$ cat src/rtl/router_sync_ctrl.sv
`default_nettype none
// router_sync_ctrl: header address latch, FIFO write steering, full/valid muxing and per-port stall timeout.
// Optional macro ROUTER_TIMEOUT_STAT_EN adds stat_clr / to_events (saturating soft_reset event count).
module router_sync_ctrl #(
  parameter int TIMEOUT = 30,
  parameter int CNT_W   = 5
) (
  input  logic       clock,
  input  logic       reset,
  input  logic       detect_add,
  input  logic [1:0] data_in,
  input  logic       write_enb_reg,
  input  logic       empty_0,
  input  logic       empty_1,
  input  logic       empty_2,
  input  logic       full_0,
  input  logic       full_1,
  input  logic       full_2,
  input  logic       read_enb_0,
  input  logic       read_enb_1,
  input  logic       read_enb_2,
`ifdef ROUTER_TIMEOUT_STAT_EN
  input  logic       stat_clr,
  output logic [7:0] to_events,
`endif
  output logic [2:0] write_enb,
  output logic       fifo_full,
  output logic       vld_out_0,
  output logic       vld_out_1,
  output logic       vld_out_2,
  output logic       soft_reset_0,
  output logic       soft_reset_1,
  output logic       soft_reset_2,
  output logic       addr_err
);

  logic [1:0] r_addr;
  logic       r_addr_vld;
  logic       r_addr_err;
  logic [2:0] w_vld;
  logic [2:0] w_rd;
  logic [2:0] w_sr;

  assign w_vld = ~{empty_2, empty_1, empty_0};
  assign w_rd  = {read_enb_2, read_enb_1, read_enb_0};

  always_ff @(posedge clock or posedge reset) begin
    if (reset) begin
      r_addr     <= 2'b00;
      r_addr_vld <= 1'b0;
      r_addr_err <= 1'b0;
    end else if (detect_add) begin
      r_addr     <= data_in;
      r_addr_vld <= (data_in != 2'b11);
      r_addr_err <= (data_in == 2'b11);
    end
  end

  // Address 2'b11 never reaches here with r_addr_vld set, so default covers it.
  always_comb begin
    write_enb = 3'b000;
    fifo_full = 1'b0;
    if (r_addr_vld) begin
      case (r_addr)
        2'b00:   begin write_enb = {2'b00, write_enb_reg}; fifo_full = full_0; end
        2'b01:   begin write_enb = {1'b0, write_enb_reg, 1'b0}; fifo_full = full_1; end
        2'b10:   begin write_enb = {write_enb_reg, 2'b00}; fifo_full = full_2; end
        default: begin write_enb = 3'b000; fifo_full = 1'b0; end
      endcase
    end
  end

  generate
    for (genvar i = 0; i < 3; i++) begin : g_port
      logic [CNT_W-1:0] r_cnt;
      logic             r_sr;
      logic             w_stall;

      assign w_stall = w_vld[i] & ~w_rd[i];

      // The clear at TIMEOUT-1 keeps the counter from ever wrapping.
      always_ff @(posedge clock or posedge reset) begin
        if (reset) begin
          r_cnt <= '0;
          r_sr  <= 1'b0;
        end else if (!w_stall) begin
          r_cnt <= '0;
          r_sr  <= 1'b0;
        end else if (r_cnt == CNT_W'(TIMEOUT - 1)) begin
          r_cnt <= '0;
          r_sr  <= 1'b1;
        end else begin
          r_cnt <= r_cnt + 1'b1;
          r_sr  <= 1'b0;
        end
      end

      assign w_sr[i] = r_sr;
    end
  endgenerate

`ifdef ROUTER_TIMEOUT_STAT_EN
  logic [7:0] r_events;
  logic [9:0] w_ev_sum;

  assign w_ev_sum = {2'b00, r_events} + {9'b0, w_sr[0]} + {9'b0, w_sr[1]} + {9'b0, w_sr[2]};

  always_ff @(posedge clock or posedge reset) begin
    if (reset) begin
      r_events <= 8'h00;
    end else if (stat_clr) begin
      r_events <= 8'h00;
    end else if (w_ev_sum > 10'd255) begin
      r_events <= 8'hFF;
    end else begin
      r_events <= w_ev_sum[7:0];
    end
  end

  assign to_events = r_events;
`endif

  assign vld_out_0    = w_vld[0];
  assign vld_out_1    = w_vld[1];
  assign vld_out_2    = w_vld[2];
  assign soft_reset_0 = w_sr[0];
  assign soft_reset_1 = w_sr[1];
  assign soft_reset_2 = w_sr[2];
  assign addr_err     = r_addr_err;

endmodule
`default_nettype wire

$ cat config.mk
export PLATFORM = sky130hd
export DESIGN_NAME = router_sync_ctrl
export DESIGN_NICKNAME = d
export VERILOG_FILES = /design/src/rtl/router_sync_ctrl.sv
export SDC_FILE = /design/constraint.sdc
export NUM_CORES = 1
export LEC_CHECK = 0
export ABC_AREA = 1
export CAP_MARGIN = 15
export CORE_AREA = 2 2 54 56
export DETAILED_ROUTE_END_ITERATION = 8
export DIE_AREA = 0 0 56 58
export PLACE_DENSITY = 0.7
export SLEW_MARGIN = 20
export SYNTH_ARGS = -nofsm -noshare
export SYNTH_HDL_FRONTEND = slang
export SYNTH_SLANG_ARGS = --single-unit
$ cat constraint.sdc
create_clock -name clock -period 1.05 [get_ports clock]
set_clock_uncertainty 0.15 [all_clocks]
set_input_delay 0.105 -clock clock [delete_from_list [all_inputs] [get_ports clock]]
set_output_delay 0.105 -clock clock [all_outputs]
set_load 0.01 [all_outputs]
# [Yosys cells after proc, flatten, opt, wreduce, memory -nomap -nowiden]
# Index checks and enable logic that the tools add are counted.
[word_totals] elab_cells=43 mem_count=0 output_inout_bits=11 mem_bits_ro=0 latchBits=0 ff_bits=22 ram_bits=0
[classes] eq_ne=7 addsub=3 n_div=0 shifts=0 order_cmp=0 n_reduce_logical=1 n_mux=16 multipliers=0 bitwise_logic=7
[op_table] operator="two-way mux 5 bit" count=6
[op_table] operator="adder 5 x 1 -> 5 bit (second input constant)" count=3
[op_table] operator="equality test 5 bit (second input constant)" count=3
[op_table] operator="one-hot mux 3 bit (3 select lines)" count=1
[op_table] operator="two-way mux 1 bit" count=7
[op_table] operator="equality test 2 bit (second input constant)" count=2
[op_table] operator="AND 1 bit" count=3
[op_table] operator="two-way mux 3 bit" count=1
[op_table] operator="inverter 1 bit" count=3
[op_table] operator="inverter 3 bit" count=1
[op_table] operator="one-hot mux 1 bit (3 select lines)" count=1
[op_table] operator="equality test 2 x 1 -> 1 bit (second input constant)" count=1
[op_table] operator="logical NOT 2 bit" count=1
[op_table] operator="!= test 2 bit (second input constant)" count=1

# [Logic depth before layout (Yosys ltp)]
[logic_depth] ltp_word=3 ltp_mapped=7

# [Least setup slack after synthesis]
# OpenSTA, ideal clock, no wires.
[synth_timing] kind="register to register" startpoint="reg g_port[0].r_cnt[0]" endpoint="reg g_port[0].r_cnt[3]" period_less_slack_ps=1148 setup_ps=77 stages_incl_launch_ff=7 t_arrival_ps=921 slack_ps=-98 path_cell_list="dfrtp_1 > ha_1 > nand2_1 > inv_1 > nand2_2 > nand2_2 > a21oi_1"
[synth_via] elab_chain_len=3
[synth_lines] item="start: declaration" line="75" source="logic [CNT_W-1:0] r_cnt;"
[synth_lines] item="start signal: assignment" line="93" source="r_cnt <= r_cnt + 1'b1;"
[synth_lines] item="adder 5 x 1 -> 5 bit / equality test 5 bit (equally long branches)" line="93, 89"
[synth_lines] item="two-way mux 5 bit *" line="89" source="end else if (r_cnt == CNT_W'(TIMEOUT - 1)) begin"
[synth_lines] item="two-way mux 5 bit *" line="86" source="end else if (!w_stall) begin"
# Every way passes the cells marked *; elsewhere a longest branch is shown, timed or not.
# A chain may end at the register's enable or synchronous reset.

# [Worst setup path in the final report]
[layout_timing] startpoint="reg r_addr[1]" endpoint="out write_enb[2]"
[layout_via] elab_chain_len=3
[layout_lines] item="start: declaration" line="37" source="logic [1:0] r_addr;"
[layout_lines] item="start signal: assignment" line="53" source="r_addr <= data_in;"
[layout_lines] item="equality test 2 bit (tied with other cells)" line="64" source="case (r_addr)"
[layout_lines] item="one-hot mux 3 bit (3 select lines) *" line="64"
[layout_lines] item="two-way mux 3 bit *" line="63" source="if (r_addr_vld) begin"
[layout_lines] item="end: declaration" line="26" source="output logic [2:0] write_enb,"
# Marked as above.

==> metrics.txt <==
status=finished, violations left; violated checks=setup timing; most frequent cells in the layout=dfrtp_1 (22), buf_4 (22), inv_1 (19), nand2_1 (14), nor2_1 (13); VDD IR max=just over 1000 uV; CTS tree=built; vias in the first global route=1,004; Worst Max-Slew Pin Slew=316 ps; IO Count=26; Via density=~4.8; Mapped Area=between 1000 and 1500 um^2; port buffer count=25; post-route clock period utilization=1.45; worst hold path startpoint=empty_1; WL per Instance=11.8 um; setup TNS=-4150 ps; RR Endpoint=g_port[0].r_cnt[2]$_DFF_PP0_; Internal=between 1000 and 1500 uW; fmax=658 MHz; post-synth cell types=13; Die Height=58 um; CTS Sinks=22; initial core utilization=0.404; total core area=about 2700 um^2; clock root cell=clkbuf_4; endpoints failing setup=26; area growth from synthesis to layout=58.5%; DIE WIDTH=between 50 and 60 um; Avg Inst Size Synth=between 8 and 9 um^2; Detailed Routing Iterations Pass 1=4; RR Startpoint=g_port[0].r_cnt[1]$_DFF_PP0_; pin count of the biggest net entering global routing=23; RSZ-0062 raised after global routing=true; Min-Delay Endpoint=soft_reset_1$_DFF_PP0_; routed wire length=around 2500 um; Final Max Tran Viols=0; utilization after layout=0.641; final hold viol count=0; CTS clk-pin slew, worst paths=approximately 120 ps; share of layout cells above drive strength 1=0.444; Worst Hold Class=input port to flop; dpl cell area=1520 um^2; clock buffer depth=2; Post-route DRC=0; P_leak=0.000871 uW; Fill cells=213; Worst Path Max Fanout=3; H-tree levels=1; crit-path max cell delay=~400 ps; HPWL after DPL=around 1700 um; multi-input gate area in the final layout=564 um^2; number of max-cap violations=0; flop and latch count out of synthesis=22; area of the die=3250 um^2; WHS Path Cells=3; switch share=0.251; ANT cells=0; nature of the critical path endpoint=output port; switching power=roughly 420 uW; sequential-to-total area share from yosys stat=0.512; Max-Slew Margin vs Limit=0.789; Seq pwr share=0.530; Reg2Reg Setup Slack=-170 ps; first-pass GRT wire length=slightly above 4000 um; fin nets=202; clock share of power=0.277; row cnt=19; CTS Buf Count=3; initial DRC count=17; overall global routing resource usage=0.164; initial antenna violation count=0; Worst Path Arrival=approximately 1300 ps; Comb power frac=0.193; Worst-Skew Late Latency=slightly above 300 ps; critical path required time=about 790 ps; Reg2Reg Depth=7; Routed Antenna Nets=0; grt total ovfl=0; Crit-path slowest cell=dfrtp_1; Yosys Warn Count=0; GPL Wtd Cong=around 0.86; CP Cell Sequence=inv_2, buf_4, nor3_1, buf_2; Post-Syn Instances=between 100 and 150; Final min period=1520 ps; Synth Net Count=approximately 150; PD cells=987 nW/um^2; worst setup margin=-471 ps; Crit Path Class=flop to output port; final instance area=1710 um^2; via count=a little over 1,000; crit path launch type=flop; Sequential cell area=~550 um^2
cells by family after synthesis:
kind of cell	after synthesis	share of synthesized area
adders and majority gates	6	0.0698
xor gates and xnor gates	3	0.0244
buffers and inverters	23	0.0802
and+or+nand+nor	65	0.284
AOI/OAI and AO/OA	6	0.0302
DFF	22	0.512
registers in the layout, indices dropped and copies added, names as in the netlist:
register	count
addr_err	1
g_port.r_cnt	15
r_addr	2
r_addr_vld	1
soft_reset_0	1
soft_reset_1	1
soft_reset_2	1
final cells by class:
class / count / share of cell area
inverter: 23 / 0.0506
tap: 31 / 0.0227
multi-input combinational: 80 / 0.331
sequential: 22 / 0.323
clock buffer: 4 / 0.0213
timing repair buffer: 51 / 0.252
power by group through the flow:
stage	registers [uW]	clock network, uW	logic [uW]
6_report	892	467	325
5_1_grt	896	517	355
4_1_cts	892	480	294
3_5_place_dp	909	0	268
3_3_place_gp	908	0	261
2_1_floorplan	910	0	86.0
per-stage QoR:
stage          hold WS [ps]  instances  setup WS (ps)  total power (uW)
2_1_floorplan         -55.8        125          -73.1               996
3_3_place_gp            300        199           -527              1170
3_5_place_dp            297        199           -561              1180
6_report               34.9        211           -471              1680
4_1_cts                36.7        208           -412              1670
5_1_grt                33.5        211           -535              1770
metal layers:
layer | track usage | vias to the layer above | part of all wire
li1 | - | 500 | -
met1 | 0.170 | 482 | 0.38
met2 | 0.328 | 29 | 0.56
met3 | 0.0402 | 6 | 0.035
met4 | 0.0408 | 0 | 0.029
met5 | 0 | - | 0
worst max path at each step:
stage | from | to | slack, ps | cells after the start
6_report | r_addr[1]$_DFFE_PP0P_ | write_enb[2] | -470 | 4
3_5_place_dp | full_1 | fifo_full | -560 | 6
4_1_cts | r_addr[1]$_DFFE_PP0P_ | fifo_full | -410 | 6
3_3_place_gp | full_2 | fifo_full | -530 | 6
2_1_floorplan | g_port[0].r_cnt[0]$_DFF_PP0_ | g_port[0].r_cnt[3]$_DFF_PP0_ | -70 | 6
5_1_grt | r_addr[1]$_DFFE_PP0P_ | write_enb[2] | -540 | 4
cells in the mapped netlist:
| cell | number | area, um^2 |
|---|---|---|
| dfrtp_1 | 22 | 551 |
| nor2_1 | 21 | 78.8 |
| nor3_1 | 3 | 15.0 |
| ha_1 | 6 | 75.1 |
| nand2_2 | 6 | 37.5 |
| a21oi_1 | 5 | 25.0 |
| nand3_1 | 13 | 65.1 |
| nand2_1 | 16 | 60.1 |
| o21a_1 | 1 | 7.51 |
| nor3_2 | 3 | 30.0 |
| nand4_1 | 3 | 18.8 |
| inv_1 | 23 | 86.3 |
| xnor2_1 | 3 | 26.3 |
what timing repair did:
action	in CTS	in global routing
resized for setup	65	16
buffers inserted	4	3
pin swaps	8	8
hold buffers	1	0
hold endpoints to repair	22	0
setup endpoints to repair	29	26
critical path, delay by kind of cell (launching register included):
kind	cells	cell delay, ps
buffers and inverters	3	380
DFF	1	390
and+or+nand+nor	1	180
(Power assumes the default switching activity.)
